===== src/rtl/mdu_pkg.sv =====
// Shared definitions for the multiply/divide unit: op encodings, FSM state type
// and small op-decode helpers.
// Latency: n/a (definitions only). Backpressure: n/a.
package mdu_pkg;

    localparam logic [1:0] OP_MULTU = 2'b00;
    localparam logic [1:0] OP_MULT  = 2'b01;
    localparam logic [1:0] OP_DIVU  = 2'b10;
    localparam logic [1:0] OP_DIV   = 2'b11;

    typedef enum logic [1:0] {
        IDLE = 2'b00,
        RUN  = 2'b01,
        FIX  = 2'b10
    } state_t;

    // op[1] selects divide, op[0] selects signed operands
    function automatic logic is_div_op(input logic [1:0] op);
        return op[1];
    endfunction

    function automatic logic is_signed_op(input logic [1:0] op);
        return op[0];
    endfunction

endpackage


===== src/rtl/mdu_step.sv =====
// One iteration of the MDU datapath: shift-add multiply step or restoring divide step.
// Latency: combinational. Backpressure: none, evaluated every cycle by the caller.
// Ports: div selects divide; acc/q are the running {high,low} pair, m the fixed operand magnitude.
module mdu_step #(
    parameter int WIDTH = 32
) (
    input  logic             div,
    input  logic [WIDTH-1:0] acc,
    input  logic [WIDTH-1:0] q,
    input  logic [WIDTH-1:0] m,
    output logic [WIDTH-1:0] acc_nxt,
    output logic [WIDTH-1:0] q_nxt
);

    logic [WIDTH-1:0] madd;
    logic [WIDTH:0]   sum;
    logic [WIDTH:0]   shl;
    logic [WIDTH:0]   diff;

    always_comb begin
        // multiply: add m when the current multiplier bit is set, then shift {acc,q} right
        madd = q[0] ? m : '0;
        sum  = {1'b0, acc} + {1'b0, madd};
        // divide: bring the next dividend bit into the partial remainder and trial-subtract.
        // The remainder is always < m, so diff[WIDTH] is a clean borrow flag.
        shl  = {acc, q[WIDTH-1]};
        diff = shl - {1'b0, m};

        acc_nxt = sum[WIDTH:1];
        q_nxt   = {sum[0], q[WIDTH-1:1]};
        if (div) begin
            if (!diff[WIDTH]) begin
                acc_nxt = diff[WIDTH-1:0];
                q_nxt   = {q[WIDTH-2:0], 1'b1};
            end else begin
                acc_nxt = shl[WIDTH-1:0];
                q_nxt   = {q[WIDTH-2:0], 1'b0};
            end
        end
    end

endmodule


===== src/rtl/mdu.sv =====
// Iterative multiply/divide unit (multu, mult, divu, div) with sign fix-up.
// Latency: done pulses WIDTH+2 edges after start is accepted (start edge counted).
// Backpressure: start is ignored while busy; results held on hi/lo until next done.
// Ports: clk, reset (sync, active-high), start/op/a/b request, busy, done, hi, lo, div_by_zero.
module mdu
    import mdu_pkg::*;
#(
    parameter int WIDTH = 32,
    parameter int CNTW  = $clog2(WIDTH) + 1
) (
    input  logic             clk,
    input  logic             reset,
    input  logic             start,
    input  logic [1:0]       op,
    input  logic [WIDTH-1:0] a,
    input  logic [WIDTH-1:0] b,
    output logic             busy,
    output logic             done,
    output logic [WIDTH-1:0] hi,
    output logic [WIDTH-1:0] lo,
    output logic             div_by_zero
);

    state_t           state;
    state_t           state_nxt;
    logic [CNTW-1:0]  cnt;
    logic [1:0]       op_r;
    logic [WIDTH-1:0] a_r;
    logic             a_neg;
    logic             b_neg;
    logic             b_zero;
    logic [WIDTH-1:0] acc;
    logic [WIDTH-1:0] q;
    logic [WIDTH-1:0] m;
    logic [WIDTH-1:0] acc_nxt;
    logic [WIDTH-1:0] q_nxt;
    logic             last;

    logic             a_sgn;
    logic             b_sgn;
    logic [WIDTH-1:0] a_mag;
    logic [WIDTH-1:0] b_mag;

    logic [2*WIDTH-1:0] prod;
    logic [WIDTH-1:0]   res_hi;
    logic [WIDTH-1:0]   res_lo;
    logic               res_dz;

    mdu_step #(.WIDTH(WIDTH)) u_step (
        .div     (is_div_op(op_r)),
        .acc     (acc),
        .q       (q),
        .m       (m),
        .acc_nxt (acc_nxt),
        .q_nxt   (q_nxt)
    );

    assign last = (cnt == CNTW'(WIDTH - 1));

    // operand magnitudes; the most-negative value maps onto itself, which reads
    // correctly as an unsigned magnitude
    always_comb begin
        a_sgn = is_signed_op(op) & a[WIDTH-1];
        b_sgn = is_signed_op(op) & b[WIDTH-1];
        a_mag = a_sgn ? -a : a;
        b_mag = b_sgn ? -b : b;
    end

    always_ff @(posedge clk) begin
        if (reset) state <= IDLE;
        else       state <= state_nxt;
    end

    always_comb begin
        state_nxt = state;
        case (state)
            IDLE:    if (start) state_nxt = RUN;
            RUN:     if (last)  state_nxt = FIX;
            FIX:     state_nxt = IDLE;
            default: state_nxt = IDLE;
        endcase
    end

    always_comb begin
        busy = (state != IDLE);
    end

    // sign fix-up; {acc,q} holds the magnitude product, or remainder/quotient
    always_comb begin
        prod   = {acc, q};
        res_hi = prod[2*WIDTH-1:WIDTH];
        res_lo = prod[WIDTH-1:0];
        res_dz = 1'b0;
        if (!is_div_op(op_r)) begin
            if (a_neg ^ b_neg) begin
                prod   = -prod;
                res_hi = prod[2*WIDTH-1:WIDTH];
                res_lo = prod[WIDTH-1:0];
            end
        end else if (b_zero) begin
            res_hi = a_r;
            res_lo = '1;
            res_dz = 1'b1;
        end else begin
            res_lo = (a_neg ^ b_neg) ? -q : q;
            res_hi = a_neg ? -acc : acc;
        end
    end

    always_ff @(posedge clk) begin
        if (reset) begin
            cnt         <= '0;
            op_r        <= OP_MULTU;
            a_r         <= '0;
            a_neg       <= 1'b0;
            b_neg       <= 1'b0;
            b_zero      <= 1'b0;
            acc         <= '0;
            q           <= '0;
            m           <= '0;
            done        <= 1'b0;
            hi          <= '0;
            lo          <= '0;
            div_by_zero <= 1'b0;
        end else begin
            done <= 1'b0;
            case (state)
                IDLE: begin
                    if (start) begin
                        op_r   <= op;
                        a_r    <= a;
                        a_neg  <= a_sgn;
                        b_neg  <= b_sgn;
                        b_zero <= (b == '0);
                        acc    <= '0;
                        // multiply is commutative, so both ops iterate over |a| with m = |b|
                        q      <= a_mag;
                        m      <= b_mag;
                        cnt    <= '0;
                    end
                end
                RUN: begin
                    acc <= acc_nxt;
                    q   <= q_nxt;
                    cnt <= cnt + CNTW'(1);
                end
                FIX: begin
                    hi          <= res_hi;
                    lo          <= res_lo;
                    div_by_zero <= res_dz;
                    done        <= 1'b1;
                end
                default: ;
            endcase
        end
    end

endmodule


===== config.mk =====
export PLATFORM = sky130hd
export DESIGN_NAME = mdu
export DESIGN_NICKNAME = d
export VERILOG_FILES = /design/src/rtl/mdu_pkg.sv /design/src/rtl/mdu_step.sv /design/src/rtl/mdu.sv
export SDC_FILE = /design/constraint.sdc
export NUM_CORES = 1
export LEC_CHECK = 0
export ABC_AREA = 0
export CAP_MARGIN = 15
export CORE_ASPECT_RATIO = 1.25
export CORE_MARGIN = 3
export CORE_UTILIZATION = 50
export CTS_BUF_LIST = sky130_fd_sc_hd__clkbuf_16
export CTS_CLUSTER_DIAMETER = 50
export DETAILED_ROUTE_END_ITERATION = 8
export PLACE_DENSITY = 0.71
export SLEW_MARGIN = 20
export SYNTH_ARGS = -nofsm -noshare
export SYNTH_HDL_FRONTEND = slang
export SYNTH_SLANG_ARGS = --single-unit

===== constraint.sdc =====
create_clock -name clk -period 7.65 [get_ports clk]
set_input_delay 0.765 -clock clk [delete_from_list [all_inputs] [get_ports clk]]
set_output_delay 0.765 -clock clk [all_outputs]
set_load 0.02 [all_outputs]

* Word level (Yosys, flattened, before mapping)
Index checks and enable logic that the tools add are counted.
Storage, ports and cells: input bits 69, bits in registers 207, logic and storage cells 64, output and inout port bits 67
Operators by class: eq/ne operators 5, reduce and logical (&&, ||, !) cells 7, muxes and demuxes 27, add/subtract/negate cells 8, bitwise logic cells 3
Operators with widths (number):
- 32-bit 2-to-1 mux | 16
- 32-bit negation | 4
- 32-bit one-hot mux with 2 select lines | 2
- 64-bit negation | 1
- 32-bit by 32-bit adder with 33-bit output | 1
- 33-bit by 32-bit subtractor with 33-bit output | 1
- 32-bit zero test | 1
- 6-bit one-hot mux with 2 select lines | 1
- 6-bit by 1-bit adder with 6-bit output (second input constant) | 1
- 6-bit by 5-bit == test with 1-bit output (second input constant) | 1
- 6-bit 2-to-1 mux | 1
- 2-bit AND reduction | 3
- 1-bit 2-to-1 mux | 4
- 2-bit 2-to-1 mux | 2
- 2-bit != test (second input constant) | 2
- 2-bit one-hot mux with 2 select lines | 1
- 2-bit nonzero test | 2
- 1-bit AND | 2
- 2-bit by 1-bit == test with 1-bit output (second input constant) | 1
- 2-bit == test (second input constant) | 1
- 2-bit zero test | 1
- 1-bit XOR | 1

* Longest topological paths before layout
Gate-level depths: netlist of the first run.
word-level depth 4, depth in mapped cells 14, depth with buffers taken out 13

* Hierarchy
From an unflattened synthesis of the first run, not the netlist that was laid out.
Unflattened totals: cells, all modules 2162, area total of the unflattened synthesis 16240.6 µm²
Modules (own cells, without submodules):
- mdu | instances 1, cells each 1480, seq. area each 4124.0 µm², area an instance 11537.3 µm²
- mdu_step | instances 1, cells each 682, seq. area each 0.0 µm², area an instance 4703.3 µm²

* Worst setup path before layout of the first run
Ideal clock, no wire load.
path kind flip-flop to flip-flop, from register q[31], to register acc[19], path buffers 2, setup time 0.117 ns, period minus slack after synthesis 3.266 ns, stages on the path, launching flop included 14, required time 7.533 ns, path slack 4.384 ns, arrival time 3.149 ns, cell sequence dfxtp_1 -> inv_1 -> ha_1 -> fa_1 -> nand2b_1 -> a21oi_1 -> o21ai_1 -> o21ai_1 -> a41oi_1 -> xnor2_1 -> clkbuf_1 -> buf_1 -> nand3_1 -> a32o_1
On the way: word-level cells in the longest chain between the ends 4
Ends and longest elaborated chain:
- start: declaration | line mdu.sv:33 | logic [WIDTH-1:0] q;
- start signal: assignment | line mdu.sv:137 | q <= a_mag;
- start signal: assignment | line mdu.sv:144 | q <= q_nxt;
- 33-bit by 32-bit subtractor with 33-bit output | line mdu_step.sv:27 | diff = shl - {1'b0, m};
- 32-bit 2-to-1 mux | line mdu_step.sv:32 | if (!diff[WIDTH]) begin
- 32-bit 2-to-1 mux | line mdu_step.sv:31 | if (div) begin
- 32-bit one-hot mux with 2 select lines | line mdu.sv:127 | case (state)
- end signal: assignment | line mdu.sv:143 | acc <= acc_nxt;
- end: declaration | line mdu.sv:32 | logic [WIDTH-1:0] acc;
No other way between the ends. A chain may end at the register's enable or synchronous reset.

* Worst setup path after layout of the first run
from register q[31], to register acc[23]
Same word-level chain as after synthesis.

==> results of run 1 <==
-- cell type report --
cell class / count / area [um2] / share of cell area
repair buffers: 156 / 1510 / 0.0839
multi-input cells: 1659 / 10700 / 0.593
well taps: 401 / 502 / 0.0279
clock inverters: 23 / 240 / 0.0133
clock buffers: 27 / 676 / 0.0375
flip-flops and latches: 206 / 4130 / 0.229
inverters: 75 / 282 / 0.0156
-- layout by cell type, fill, tap and decap left out, drive strengths merged, types with 27 or more instances in the layout --
cell type      instances
clkdlybuf4s50        134
o31ai                 28
mux2i                 54
a21oi                180
dfxtp                206
ha                    69
o211ai                27
or3                   36
nor2                 226
nand3                 30
xnor2                 88
a211oi               125
clkbuf                27
nand2                235
o21ai                120
a21o                  29
inv                   83
nor3                  37
xor2                  99
-- sequential cells by signal, indices dropped and copies added, names as in the netlist --
register     flops
state            2
cnt              6
b_zero           1
a_neg            1
q               32
div_by_zero      1
op_r             1
hi              32
b_neg            1
done             1
acc             32
m               32
a_r             32
lo              32
-- critical path, delay by kind of cell, from the launching register on --
family / cells / cell delay, ps
DFF: 1 / 380
and+or+nand+nor: 1 / 200
muxes: 1 / 130
xor gates and xnor gates: 1 / 690
AOI/OAI and AO/OA: 6 / 1400
adders and majority gates: 2 / 630
buffers and inverters: 2 / 590
-- where the power goes --
group	internal (mW)	switching [mW]	leakage, nW
sequential	1.12	0.0726	1.68
combinational	0.308	0.501	4.74
clock	0.761	0.545	0.457
total	2.19	1.12	6.88
-- final timing paths --
| path | endpoint | startpoint | cells past startpoint |
|---|---|---|---|
| min reg2reg | hi[13]$_SDFFE_PP0P_ | hi[13]$_SDFFE_PP0P_ | 2 |
| min | hi[13]$_SDFFE_PP0P_ | hi[13]$_SDFFE_PP0P_ | 2 |
| max reg2reg | acc[23]$_SDFFE_PP0P_ | q[31]$_SDFFE_PP0P_ | 13 |
| max | acc[23]$_SDFFE_PP0P_ | q[31]$_SDFFE_PP0P_ | 13 |
-- cell families (layout without fill, tap and decap cells) --
family | after synthesis | in the layout | share of synthesized area
simple gates | 689 | 689 | 0.203
compound gates | 654 | 654 | 0.275
fa+ha+maj | 71 | 71 | 0.0578
flops | 206 | 206 | 0.264
buf+inv | 236 | 281 | 0.0582
mux | 58 | 58 | 0.0377
xor+xnor | 187 | 187 | 0.105
-- routing by layer --
| metal | share of wire | routed length, um |
|---|---|---|
| met2 | 0.49 | 26200 |
| met5 | 0 | 0 |
| met3 | 0.058 | 3130 |
| met4 | 0.073 | 3940 |
| met1 | 0.38 | 20600 |
-- stage by stage --
stage | cell area (um2) | util | worst slack (ps) | power, mW | hold WS (ps)
after floorplan | 15600 | - | 4380 | 1.77 | 432
after global placement | 17100 | 0.561 | 3760 | 2.01 | 433
after detailed placement | 17100 | 0.561 | 3630 | 2.01 | 441
after CTS | 18000 | 0.591 | 3580 | 3.32 | 450
after global routing | 18000 | 0.591 | 3250 | 3.45 | 471
final | 18000 | 0.591 | 3550 | 3.31 | 451
==> flow_summary.toml, run 1 <==
[worst_setup_path]
critPathMaxFanout = 26
cp.arrival_ps = 4600
startpoint_type = "flop"
worstPathRequired_ps = 8160
crit_top_cell = "o21ai_1"
crit_type = "reg2reg"
worst_setup_path_end_kind = "flop"
max_stage_delay_ps = 690
cp_slowest_cell = "xnor2_2"
r2r_slack_ps = 3550
worstPathCellList = "inv_1 -> ha_1 -> fa_1 -> nand2b_1 -> a21oi_1 -> o21ai_1 -> o21ai_1 -> a41oi_1 -> xnor2_2 -> buf_4 -> mux2i_1 -> a311oi_1 -> o31a_1"

[flow_run]
drv_cap = 0

[synth]
synth_fp_nets = 2241
syn_area_per_cell_um2 = 7.45
synth.distinct_cells = 76
synth_top_cell_by_area = "dfxtp_1"
syn_area_um2 = 15600
synthTopCellsByCount = "234 x nand2_1, 226 x nor2_1, 206 x dfxtp_1, 179 x a21oi_1, 145 x clkbuf_1"
synthCells = 2101
yosys_warnings = 0
synth_top_area_frac = 0.264
synth_seq_area_share = 0.264
ys_ff_latch = 206
synth_edf_count = 0
synth.most_common_cell = "nand2_1"
synth_async_sr_flop_share = 0
synthFlopType = "dfxtp_1"
synth_area_leaders = "dfxtp_1 26%, a211oi_1 6.0%, a21oi_1 5.7%, nand2_1 5.6%, xor2_1 5.5%"

[global_route]
grt_pass1_vias = 15200
use_met2 = 0.550
gr-usage-all-layers = 0.315
grt_max_degree = 93
top_usage_layer = "met2"
use_met3 = 0.0313
antenna_found_initial = 0
grt_pass1_wl_um = 83400
gr-usage-met1 = 0.361
grt_overflow_total = 0

[route]
drc = 0
wl_um = 53900
drtIter0Drc = 1491
wire_per_inst_um = 21.2
final_antenna_net_count = 0
vias = 15800
firstDrtPassIters = 5
viasPerCell = 6.21

[clock_network]
hold_buffers = 0
numCtsBuffers = 27
cts_resized = 0
cts_max_path_buffers = 3
clock_latency_ps = 560
clockRootBuffer = "clkbuf_16"
htreeDepth = 1
cts_setup_buffers = 0
clk_pin_slew_ps = 60
cts.sinks = 206
cts_tree = "done"

[power]
p_leak_nw = 6.88
vdd_drop_max_v = 0.000194
p_per_area_nw_per_um2 = 184

[finish]
drive_gt1_frac = 0.0545
synthToLayoutAreaGrowth_pct = 15.1
fin_cells = 2547
n_antenna_cell = 0
nFillCells = 2825
fin_nets = 2265

[floorplan]
die_height_um = 204
pin_count = 136
rows = 71
initial_core_util = 0.513
core_um2 = 30500
die_x_um = 164
die_area_um2 = 33500

[sta]
rsz0062_at_grt = "no"
period_needed_ps = 4100
clock.fmax_mhz = 244
worst_pin_slew_ps = 1030
tns_ps = 0
drv_slew = 0
skew_ps = 10.1
fin_crit_sh = 0.536
slew_headroom = 0.311
final-setup-viol-count = 0
hold_violations = 0

[placement]
io_buffer_count = 135
gp_congestion = 0.944
hpwl_um = 39400
post-place-cells = 2497

[worst_hold_path]
hold_path_class = "reg2reg"

[outcome]
status = "completed"
(Power assumes the default switching activity.)
==> run 2, diff against run 1 <==
--- a/config.mk
+++ b/config.mk
@@ -13,7 +13,7 @@
 export CTS_BUF_LIST = sky130_fd_sc_hd__clkbuf_16
 export CTS_CLUSTER_DIAMETER = 50
 export DETAILED_ROUTE_END_ITERATION = 8
-export PLACE_DENSITY = 0.71
+export PLACE_DENSITY = 0.73
 export SLEW_MARGIN = 20
 export SYNTH_ARGS = -nofsm -noshare
 export SYNTH_HDL_FRONTEND = slang
==> constraint.sdc (replaced) <==
create_clock -name clk -period 3.65 [get_ports clk]
set_input_delay 0.365 -clock clk [delete_from_list [all_inputs] [get_ports clk]]
set_output_delay 0.365 -clock clk [all_outputs]
set_load 0.02 [all_outputs]
==> flow_summary.toml, run 2 (same netlist as run 1, synthesis figures left out) <==
[floorplan]
pin_count = 136
initial_core_util = 0.513
core_um2 = 30500
die_area_um2 = 33500
rows = 71
die_x_um = 164
die_height_um = 204

[placement]
gp_congestion = 0.974
postPlaceCellArea_um2 = 17600
pre_cts_slack_ps = 195
hpwl_um = 40100
io_buffer_count = 135
post-place-cells = 2559

[sta]
whs_ps = 215
skew_ps = 17.8
period_needed_ps = 3400
worst_slack_ps = 246
final-setup-viol-count = 0
tns_ps = 0
slew_headroom = 0.316
rsz0062_at_grt = "no"
clock.fmax_mhz = 294
hold_violations = 0
drv_slew = 0
worst_pin_slew_ps = 1030
fin_crit_sh = 0.933

[clock_network]
clock_latency_ps = 570
cts.sinks = 206
cts_tree = "done"
numCtsBuffers = 27
clk_pin_slew_ps = 70
cts_max_path_buffers = 3
cts_setup_buffers = 0
htreeDepth = 1
clockRootBuffer = "clkbuf_16"

[finish]
final_util = 0.608
layout_commonest_cell = "nand2_1"
drive_gt1_frac = 0.0816
nFillCells = 2799
fin_nets = 2327
multi_input_area_um2 = 10700
synthToLayoutAreaGrowth_pct = 18.5
mostFrequentLayoutCells = "233 x nand2_1, 226 x nor2_1, 205 x dfxtp_1"
fin_cells = 2607
fin_area_um2 = 18500
n_antenna_cell = 0
register_area_um2 = 4130

[global_route]
grt_overflow_total = 0
grt_max_degree = 128
antenna_found_initial = 0
grt_pass1_vias = 15600
grt_pass1_wl_um = 84800
gr-usage-all-layers = 0.316

[power]
p_per_area_nw_per_um2 = 379
vdd_drop_max_v = 0.000323
p_leak_nw = 7.20
p_total_mw = 7.01

[worst_setup_path]
critPathMaxFanout = 7
worstPathCellList = "inv_1 -> ha_1 -> or3b_4 -> or4_4 -> nor4_4 -> nand2_2 -> o21ai_1 -> xor2_1 -> a21oi_1 -> a211oi_1 -> nor3_1"
worstPathRequired_ps = 4080
cp.arrival_ps = 3830
worst_setup_path_end_kind = "flop"
cp_slowest_cell = "or4_4"
crit_type = "reg2reg"
startpoint_type = "flop"
max_stage_delay_ps = 590
r2r_cells = 11

[flow_run]
drv_cap = 0

[outcome]
status = "completed"

[route]
firstDrtPassIters = 6
wire_per_inst_um = 20.7
drtIter0Drc = 1506
wl_um = 54000
drc = 0
final_antenna_net_count = 0
vias = 16200
viasPerCell = 6.22

[worst_hold_path]
whs_path_depth = 2
hold_path_class = "in2reg"
## run 2: changes by cell type in the layout (fill, tap and decap cells not counted), sizes merged
cell      change
buf          +62
clkinvlp      +1
inv           -2
clkinv        -1
## run 2: critical path, delay by kind of cell (launching register included)
kind                     cells  cell delay [ps]
AO/OA/AOI/OAI                3              650
XOR/XNOR                     1              150
adder cells (fa/ha/maj)      1              230
buffers and inverters        1              170
flip-flops                   1              380
AND/OR/NAND/NOR              5             1680
## run 2: layout make-up
cell class              instances  share of cell area
multi-input cells            1659               0.576
clock buffers                  27              0.0365
well taps                     401              0.0271
clock inverters                21              0.0126
inverters                      75              0.0152
flip-flops and latches        206               0.223
repair buffers                218               0.110
## run 2: what timing repair did
action	4_1_cts	5_1_grt
hold buffers	0	0
setup endpoints to repair	0	6
resized for setup	0	1
## run 2: worst paths after layout
| path | slack (ps) | startpoint | endpoint |
|---|---|---|---|
| min reg2reg | 450 | hi[25]$_SDFFE_PP0P_ | hi[25]$_SDFFE_PP0P_ |
| max reg2reg | 250 | acc[1]$_SDFFE_PP0P_ | hi[26]$_SDFFE_PP0P_ |
| min | 220 | reset | cnt[0]$_SDFFE_PP0P_ |
| max | 250 | acc[1]$_SDFFE_PP0P_ | hi[26]$_SDFFE_PP0P_ |
## run 2: power breakdown
| part | internal [mW] | total (mW) | leakage, nW | switching (mW) |
|---|---|---|---|---|
| combinational | 0.715 | 1.81 | 5.07 | 1.09 |
| sequential | 2.35 | 2.48 | 1.68 | 0.124 |
| clock | 1.59 | 2.73 | 0.446 | 1.14 |
## run 2: routing by layer
metal | routed length, um | track usage | share of wire
met1 | 20600 | 0.373 | 0.38
met2 | 25800 | 0.537 | 0.48
met3 | 3460 | 0.0368 | 0.064
met4 | 4080 | 0.208 | 0.076
met5 | 0 | 0 | 0
==> run 3, diff against run 2 <==
--- a/config.mk
+++ b/config.mk
@@ -13,6 +13,7 @@
 export CTS_BUF_LIST = sky130_fd_sc_hd__clkbuf_16
 export CTS_CLUSTER_DIAMETER = 50
 export DETAILED_ROUTE_END_ITERATION = 8
+export GPL_TIMING_DRIVEN = 1
 export PLACE_DENSITY = 0.73
 export SLEW_MARGIN = 20
 export SYNTH_ARGS = -nofsm -noshare
==> results of run 3 <==
The final DEF is identical to that of run 2; final timing and power are the same.
